### config.mk
export PLATFORM = sky130hd
export DESIGN_NAME = uart_autobaud_ctrl
export DESIGN_NICKNAME = d
export VERILOG_FILES = /design/src/rtl/uart_autobaud_ctrl_pkg.sv /design/src/rtl/uart_rx_edge_sync.sv /design/src/rtl/uart_autobaud_ctrl.sv
export SDC_FILE = /design/constraint.sdc
export NUM_CORES = 1
export LEC_CHECK = 0
export ABC_AREA = 1
export CAP_MARGIN = 20
export CORE_ASPECT_RATIO = 0.7
export CORE_UTILIZATION = 59
export CTS_CLUSTER_DIAMETER = 40
export DETAILED_ROUTE_END_ITERATION = 7
export GPL_ROUTABILITY_DRIVEN = 0
export GPL_TIMING_DRIVEN = 1
export PLACE_DENSITY = 0.78
export SYNTH_ARGS = -nofsm -noshare
export SYNTH_HDL_FRONTEND = slang
export SYNTH_SLANG_ARGS = --single-unit
### constraint.sdc
create_clock -name clk -period 5.15 [get_ports clk]
set_input_delay 1.03 -clock clk [delete_from_list [all_inputs] [get_ports clk]]
set_output_delay 1.03 -clock clk [all_outputs]
set_load 0.005 [all_outputs]
### src/rtl/uart_autobaud_ctrl_pkg.sv
// rtl/uart_autobaud_ctrl_pkg.sv - shared types and widths for the UART autobaud controller (package uart_pkg)
package uart_pkg;

    localparam int BAUD_W     = 13;
    localparam int FRAC_W     = 3;
    localparam int CNT_W      = 20;
    localparam int SYNC_EDGES = 5;

    typedef enum logic [2:0] {
        IDLE,
        WAIT_IDLE,
        WAIT_START,
        MEASURE,
        COMMIT,
        LOCKED,
        ERR
    } ab_state_t;

    // True when interval i lies within +/-25% of the reference interval ref_i.
    function automatic logic in_window(input logic [CNT_W-1:0] i, input logic [CNT_W-1:0] ref_i);
        logic [CNT_W:0] lo;
        logic [CNT_W:0] hi;
        lo = {1'b0, ref_i} - {3'b000, ref_i[CNT_W-1:2]};
        hi = {1'b0, ref_i} + {3'b000, ref_i[CNT_W-1:2]};
        return ({1'b0, i} >= lo) && ({1'b0, i} <= hi);
    endfunction

endpackage

### src/rtl/uart_rx_edge_sync.sv
// rtl/uart_rx_edge_sync.sv - 2-FF rx synchroniser with a registered-history falling-edge pulse
module uart_rx_edge_sync (
    input  logic clk,
    input  logic reset,
    input  logic rx,
    output logic rx_sync,
    output logic rx_fall
);

    logic rx_meta;
    logic rx_prev;

    // Line idles high, so reset to 1 to avoid a spurious edge after reset.
    always_ff @(posedge clk or posedge reset) begin
        if (reset) begin
            rx_meta <= 1'b1;
            rx_sync <= 1'b1;
            rx_prev <= 1'b1;
        end else begin
            rx_meta <= rx;
            rx_sync <= rx_meta;
            rx_prev <= rx_sync;
        end
    end

    assign rx_fall = rx_prev & ~rx_sync;

endmodule

### src/rtl/uart_autobaud_ctrl.sv
// rtl/uart_autobaud_ctrl.sv - baud_val/fraction source for the 16x baud generator; UART_AUTOBAUD_FRCTN_EN enables fraction output
module uart_autobaud_ctrl
    import uart_pkg::*;
#(
    parameter logic [BAUD_W-1:0] RESET_BAUD_VAL = 13'd26,
    parameter logic [CNT_W-1:0]  IDLE_CYCLES    = 20'd4096,
    parameter logic [CNT_W-1:0]  MIN_COUNT      = 20'd256,
    parameter logic [CNT_W-1:0]  TIMEOUT        = 20'hFFFFF
) (
    input  logic              clk,
    input  logic              reset,
    input  logic              autobaud_en,
    input  logic              start,
    input  logic              rx,
    input  logic              tx_busy,
    input  logic              baud_clock,
    input  logic [BAUD_W-1:0] man_baud_val,
    input  logic [FRAC_W-1:0] man_fraction,
    output logic [BAUD_W-1:0] baud_val,
    output logic [FRAC_W-1:0] baud_val_fraction,
    output logic              busy,
    output logic              locked,
    output logic              err
);

    localparam logic [CNT_W-1:0] CNT_ONE  = {{(CNT_W-1){1'b0}}, 1'b1};
    localparam logic [2:0]       LAST_CNT = 3'(SYNC_EDGES - 1);

    ab_state_t         state;
    logic [CNT_W-1:0]  idle_cnt;
    logic [CNT_W-1:0]  n_cnt;
    logic [CNT_W-1:0]  last_edge;
    logic [CNT_W-1:0]  i1;
    logic [2:0]        edge_cnt;

    logic              rx_sync;
    logic              rx_fall;
    logic [CNT_W-1:0]  n_next;
    logic [CNT_W-1:0]  interval;
    logic [BAUD_W-1:0] n_hi;
    logic [BAUD_W-1:0] nv;
    logic [FRAC_W-1:0] nf;
    logic [FRAC_W-1:0] man_frac_eff;

    uart_rx_edge_sync u_rx_sync (
        .clk     (clk),
        .reset   (reset),
        .rx      (rx),
        .rx_sync (rx_sync),
        .rx_fall (rx_fall)
    );

    // n_next is the count of cycles since the first edge as of this cycle; saturates.
    assign n_next   = (n_cnt == '1) ? n_cnt : n_cnt + CNT_ONE;
    assign interval = n_next - last_edge;
    assign n_hi     = n_cnt[CNT_W-1:7];

`ifdef UART_AUTOBAUD_FRCTN_EN
    assign nv           = n_hi - 13'd1;
    assign nf           = n_cnt[6:4];
    assign man_frac_eff = man_fraction;
`else
    logic unused_man_fraction;
    assign unused_man_fraction = ^man_fraction;
    // Without a fractional divider, round N/128 to nearest instead of truncating.
    assign nv           = n_hi - 13'd1 + {12'd0, n_cnt[6]};
    assign nf           = '0;
    assign man_frac_eff = '0;
`endif

    always_ff @(posedge clk or posedge reset) begin
        if (reset) begin
            state             <= IDLE;
            idle_cnt          <= '0;
            n_cnt             <= '0;
            last_edge         <= '0;
            i1                <= '0;
            edge_cnt          <= '0;
            baud_val          <= RESET_BAUD_VAL;
            baud_val_fraction <= '0;
            busy              <= 1'b0;
            locked            <= 1'b0;
            err               <= 1'b0;
        end else if (!autobaud_en) begin
            state             <= IDLE;
            busy              <= 1'b0;
            locked            <= 1'b0;
            baud_val          <= man_baud_val;
            baud_val_fraction <= man_frac_eff;
        end else begin
            case (state)
                IDLE: begin
                    if (start) begin
                        state    <= WAIT_IDLE;
                        err      <= 1'b0;
                        busy     <= 1'b1;
                        idle_cnt <= '0;
                    end
                end
                WAIT_IDLE: begin
                    if (!rx_sync) begin
                        idle_cnt <= '0;
                    end else if (idle_cnt + CNT_ONE >= IDLE_CYCLES) begin
                        state <= WAIT_START;
                    end else begin
                        idle_cnt <= idle_cnt + CNT_ONE;
                    end
                end
                WAIT_START: begin
                    if (rx_fall) begin
                        state     <= MEASURE;
                        n_cnt     <= '0;
                        last_edge <= '0;
                        edge_cnt  <= 3'd1;
                    end
                end
                MEASURE: begin
                    n_cnt <= n_next;
                    if (n_next >= TIMEOUT) begin
                        state <= ERR;
                    end else if (rx_fall) begin
                        edge_cnt  <= edge_cnt + 3'd1;
                        last_edge <= n_next;
                        if (edge_cnt == 3'd1) begin
                            i1 <= interval;
                        end else if (!in_window(interval, i1)) begin
                            state <= ERR;
                        end else if (edge_cnt == LAST_CNT) begin
                            state <= (n_next < MIN_COUNT) ? ERR : COMMIT;
                        end
                    end
                end
                COMMIT: begin
                    if (n_hi == '0) begin
                        state <= ERR;
                    end else if (baud_clock && !tx_busy) begin
                        baud_val          <= nv;
                        baud_val_fraction <= nf;
                        locked            <= 1'b1;
                        busy              <= 1'b0;
                        state             <= LOCKED;
                    end
                end
                LOCKED: begin
                    if (start) begin
                        state    <= WAIT_IDLE;
                        locked   <= 1'b0;
                        err      <= 1'b0;
                        busy     <= 1'b1;
                        idle_cnt <= '0;
                    end
                end
                ERR: begin
                    err    <= 1'b1;
                    busy   <= 1'b0;
                    locked <= 1'b0;
                    state  <= IDLE;
                end
                default: state <= IDLE;
            endcase
        end
    end

endmodule

# --- Word-level counts from Yosys, hierarchy flattened ---
# Cells that the tools add are included.
totals:
  regBits: 108
  inputBits: 23
  output_inout_bits: 19
  elab_cells: 125
classes:
  addsub: 8
  magnitude_cmp: 5
  n_eq_ne: 30
  n_mux: 47
  bitwise: 3
  reduce_logical: 18
ops:
  columns: ["op", "count"]
  rows:
  - ["20-bit 2-to-1 mux", 7]
  - ["20-bit one-hot mux with 2 select lines", 3]
  - ["3-bit 2-to-1 mux", 19]
  - ["13-bit 2-to-1 mux", 4]
  - ["20-bit by 1-bit adder with 20-bit output (second input constant)", 2]
  - ["20-bit by 18-bit adder with 21-bit output", 1]
  - ["20-bit by 21-bit greater-or-equal comparator with 1-bit output", 1]
  - ["20-bit by 21-bit <= comparator with 1-bit output", 1]
  - ["20-bit by 18-bit subtractor with 21-bit output", 1]
  - ["20-bit == test (second input constant)", 1]
  - ["20-bit by 13-bit greater-or-equal comparator with 1-bit output (second input constant)", 1]
  - ["20-bit greater-or-equal comparator (second input constant)", 1]
  - ["20-bit by 9-bit < comparator with 1-bit output (second input constant)", 1]
  - ["20-bit subtractor", 1]
  - ["3-bit inequality test (second input constant)", 6]
  - ["3-bit one-hot mux with 5 select lines", 1]
  - ["13-bit by 1-bit adder with 13-bit output", 1]
  - ["13-bit logical NOT", 1]
  - ["13-bit by 1-bit subtractor with 13-bit output (second input constant)", 1]
  - ["3-bit == test (second input constant)", 4]
  - ["4-bit inequality test (second input constant)", 3]
  - ["4-bit AND reduction", 3]
  - ["5-bit AND reduction", 2]
  - ["3-bit AND reduction", 3]
  - ["22 further kinds", 42]

# --- Depth between registers and ports, before layout ---
depth:
  word_depth: 11
  mapped_depth: 39
  depth_no_buf: 38

# --- Cells and area by module ---
# From an unflattened synthesis, not the netlist that was laid out.
unflattened:
  hier_cells: 1333
  area_unflattened_um2: 9591.7
by_module_without_submodules:
  columns: ["module", "instances", "cells_each", "area_each_um2", "seq_area_each_um2"]
  rows:
  - ["uart_autobaud_ctrl", 1, 1327, 9499.1, 2556.2]
  - ["uart_rx_edge_sync", 1, 6, 92.6, 78.8]

# --- Worst setup path after synthesis ---
# OpenSTA, ideal clock, no wires.
synth_path:
  path_kind: "register to register"
  startpoint: "register n_cnt[0]"
  endpoint: "register state[0]"
  setup_time_ps: 127
  arrival_ps: 4342
  required_ps: 5023
  slack_ps: 680
  path_stages_with_launch: 38
  path_buffers: 2
  synth_period_minus_slack_ps: 4470
  path_cell_list: "dfrtp_1 > ha_1 > nand3_1 > clkinv_1 > nand2_2 > nor2_4 > nand2_1 > buf_6 > buf_6 > nand2_1 > ha_1 > nand2_1 > nand2_1 > nand3_1 > nand2_1 > nand2_1 > o211ai_1 > a31oi_1 > (+2 left out) > xor2_1 > inv_1 > ha_1 > nand2_1 > nor2_1 > nand3_1 > nor2_1 > nor2_1 > nand2_1 > nand2_1 > nand2_1 > nand2_1 > a21oi_1 > nand3_1 > nand2_1 > nand2_1 > nand2_1 > o21ai_0"
synth_via:
  elab_chain_len: 11
  word_cells_on_any_way: 18
  cone_classes: "2 x add/sub; 3 x order compare; 4 x eq/ne; 7 x mux; 2 x reduce/logical"
synth_lines:
  columns: ["element", "line", "text"]
  rows:
  - ["from (decl)", "uart_autobaud_ctrl.sv:31", "logic [CNT_W-1:0] n_cnt;"]
  - ["from (signal assigned)", "uart_autobaud_ctrl.sv:118", "n_cnt <= n_next;"]
  - ["20-bit by 1-bit adder with 20-bit output or 20-bit == test (tied branches)", "uart_autobaud_ctrl.sv:54", "assign n_next = (n_cnt == '1) ? n_cnt : n_cnt + CNT_ONE;"]
  - ["20-bit 2-to-1 mux *", "uart_autobaud_ctrl.sv:54", null]
  - ["20-bit subtractor *", "uart_autobaud_ctrl.sv:55", "assign interval = n_next - last_edge;"]
  - ["via interval[16]", "uart_autobaud_ctrl.sv:39", "logic [CNT_W-1:0] interval;"]
  - ["20-bit by 21-bit greater-or-equal comparator with 1-bit output or 20-bit by 21-bit <= comparator with 1-bit output (tied branches)", "uart_autobaud_ctrl_pkg.sv:25", "return ({1'b0, i} >= lo) && ({1'b0, i} <= hi);"]
  - ["1-bit logical AND *", "uart_autobaud_ctrl_pkg.sv:25", null]
  - ["3-bit 2-to-1 mux", "uart_autobaud_ctrl.sv:126", "end else if (!in_window(interval, i1)) begin"]
  - ["3-bit 2-to-1 mux", "uart_autobaud_ctrl.sv:124", "if (edge_cnt == 3'd1) begin"]
  - ["3-bit 2-to-1 mux", "uart_autobaud_ctrl.sv:121", "end else if (rx_fall) begin"]
  - ["3-bit 2-to-1 mux", "uart_autobaud_ctrl.sv:119", "if (n_next >= TIMEOUT) begin"]
  - ["3-bit one-hot mux with 5 select lines", "uart_autobaud_ctrl.sv:91", "case (state)"]
  - ["3-bit 2-to-1 mux", "uart_autobaud_ctrl.sv:84", "end else if (!autobaud_en) begin"]
  - ["to (signal assigned)", "uart_autobaud_ctrl.sv:129", "state <= (n_next < MIN_COUNT) ? ERR : COMMIT;"]
  - ["to (decl)", "uart_autobaud_ctrl.sv:29", "ab_state_t state;"]
# The timed path passes the listed nets; every way through them passes the cells marked *. The select of a mux whose other input is x is not followed.
# A chain may end at the register's enable or synchronous reset.

# --- Worst setup path in the final report ---
layout_path:
  startpoint: "register n_cnt[14]"
  endpoint: "register state[2]"
# The elaborated chain is that of the path after synthesis.

==> impl_metrics.py <==
metrics = {
    "synth": {
        "ys_async_sr_fraction": 1.00,
        "ys_types": 53,
        "synth_largest_area_cell": "dfrtp_1",
        "syn_area_per_cell_um2": 6.95,
        "yosys_register_bits": 105,
        "yosysWarnings": 0,
        "synth_cells": 1380,
        "synth_top_cell_area_share": 0.258,
        "synth-edff-count": 0,
        "synth_flop_cell": "dfrtp_1",
        "ys_seq_area_frac": 0.275,
        "yosys-top-cells-area": "dfrtp_1 (26%), ha_1 (14%), nand2_1 (13%), xor2_1 (7.3%), inv_1 (7.0%)",
        "netlist_area_um2": 9590,
    },
    "cells_and_area": {
        "final_area_um2": 10900,
        "fin_cells": 1651,
        "area_growth_pct": 13.8,
        "antennaDiodeCount": 0,
        "finalNetCount": 1576,
        "drive_gt1_frac": 0.0937,
    },
    "place": {
        "port_buffers": 35,
        "placedCellCount": 1624,
        "placed_area_um2": 10400,
        "dp_hpwl_mm": 20.0,
    },
    "route": {
        "drt_iter0_markers": 950,
        "antenna_left": 0,
        "first_pass_iters": 6,
        "dr_total_vias": 9467,
        "routedWlPerCell_um": 15.7,
        "wl_mm": 25.9,
        "drc": 0,
        "vias_per_cell": 5.73,
    },
    "worst_setup_path": {
        "path_class": "reg -> reg",
        "crit_family": "simple AND/OR/NAND/NOR gates",
        "cp_num_buf_inv": 2,
        "path_max_fanout": 15,
        "cp.arrival_ps": 5290,
        "start_kind": "flip-flop",
        "cp-end-kind": "flip-flop",
        "required_ps": 5390,
        "critPathMaxStageDelay_ps": 400,
        "slowest_stage": "dfrtp_1",
        "critPathMostFrequentCell": "nand2_1",
    },
    "timing": {
        "worst_slew_pin_slew_ps": 982,
        "relSlewSlack": 0.328,
        "skew_ps": 6.21,
        "min_period_over_period": 0.980,
        "fin_tns_setup_ps": 0,
        "setup_violations": 0,
        "finalHoldViolCount": 0,
        "finalMaxSlewViolations": 0,
        "period_needed_ps": 5050,
        "max_freq_mhz": 198,
    },
    "global_route": {
        "track_usage": 0.317,
        "grt_pass1_wl_mm": 41.6,
        "antenna_found_initial": 0,
        "overflow": 0,
        "grt_pass1_vias": 8350,
        "grt_max_degree": 66,
    },
    "clocking": {
        "cts_made_buffers": 9,
        "insertion_delay_ps": 360,
        "clockBufferDepth": 2,
        "ctsHtreeMaxLevel": 3,
        "cts_root_buffer": "clkbuf_16",
        "cts_tree": "done",
        "clkTransAtPathRegs_ps": 70,
        "cts.sink_count": 105,
        "ctsHoldBuffers": 0,
    },
    "die": {
        "num_rows": 38,
        "start_util": 0.611,
        "io_pins": 42,
        "die_area_um2": 16800,
        "fp.dieW_um": 154,
        "coreArea_um2": 15700,
        "die_h_um": 109,
    },
    "run": {
        "drv_cap": 0,
    },
    "worst_hold_path": {
        "hold_class": "reg -> reg",
    },
    "status": {
        "outcome": "finished clean",
    },
}
[metrics by stage]
stage                     setup slack (ps)  utilization  hold slack [ps]
final                                  102        0.695              357
after detailed placement              54.9        0.660              347
after global placement                 202        0.660              347
after floorplan                        680            -              345
after global routing                 -72.2        0.695              364
after CTS                             15.0        0.679              359
[cells in the mapped netlist, drive strengths merged, types with 3 or more instances]
cell	count
a211oi	4
nand3b	4
a21oi	80
buf	18
ha	104
nand3	93
nor3	27
inv	184
o211ai	5
nand4	17
xor2	80
clkbuf	26
fa	3
nand2	340
nor4	10
a31oi	9
a21boi	6
dfstp	6
a21o	4
nor2	117
dfrtp	99
o22ai	3
o21a	3
o21ai	116
xnor2	5
[state kept, by name, summed over array words and instances (netlist names)]
| signal | cells |
|---|---|
| i1 | 20 |
| idle_cnt | 20 |
| last_edge | 20 |
| n_cnt | 20 |
| baud_val | 13 |
| edge_cnt | 3 |
| state | 3 |
| busy | 1 |
| err | 1 |
| locked | 1 |
| u_rx_sync.rx_meta | 1 |
| u_rx_sync.rx_prev | 1 |
| u_rx_sync.rx_sync | 1 |
[final timing paths]
kind / slack (ps) / to / start / cells after the start
setup / recovery: 100 / state[2] / n_cnt[14] / 28
hold / removal: 360 / u_rx_sync.rx_sync / u_rx_sync.rx_meta / 0
setup reg to reg: 100 / state[2] / n_cnt[14] / 28
hold reg to reg: 360 / u_rx_sync.rx_sync / u_rx_sync.rx_meta / 0
max in group asynchronous: 3140 / last_edge[4] / reset / 3
min in group asynchronous: 1170 / idle_cnt[2] / reset / 2
[final cells by class]
type                    instances  area [um2]
multi-input cells            1047        6190
fillers                      1321        4780
flip-flops and latches        105        2640
repair buffers                 97         836
inverters                     186         703
well taps                     200         250
clock buffers                  11         243
clock inverters                 5        48.8
[metal layers]
layer  GRT usage  wire length [um]  up-vias
li1            -                 -     4639
met1       0.491             12900     4407
met2       0.434             10000      401
met3      0.0859              2690       20
met4      0.0587               219        0
met5           0                 0        -
[timing repair]
action / in CTS / in global routing
pin swaps: 0 / 11
buffers inserted: 0 / 10
endpoints found under the setup margin: 3 / 3
resized for setup: 2 / 41
[cells in the final DEF, fill, tap and decap left out, drive strengths merged, types with 2 or more instances in the layout]
cell type and n:
inv 186, xnor2 5, dfrtp 99, nor4 10
o31ai 2, buf 62, nand4 17, clkbuf 11
ha 104, conb 3, a21boi 6, o22ai 3
a21oi 80, a21o 4, nand2 340, nor2 117
fa 3, xor2 80, o21ai 116, a211oi 4
clkinv 5, nand3 93, nor3 27, dfstp 6
clkdlybuf4s50 35, nand3b 4, o21a 3, a31oi 9
o221ai 2, o211ai 5
[logic make-up (layout without fill, tap and decap cells)]
family                   after synthesis  after routing  share of synthesized area
AO/OA/AOI/OAI                        240            240                      0.138
XOR/XNOR                              85             85                     0.0776
adder cells (fa/ha/maj)              107            107                      0.142
buffers and inverters                230            299                     0.0977
flip-flops                           105            105                      0.275
other                                  1              3                   0.000391
AND/OR/NAND/NOR                      612            612                      0.269
Power is not shown: default switching activity piles up to over one toggle a cycle in this logic, so the estimate is an artifact.
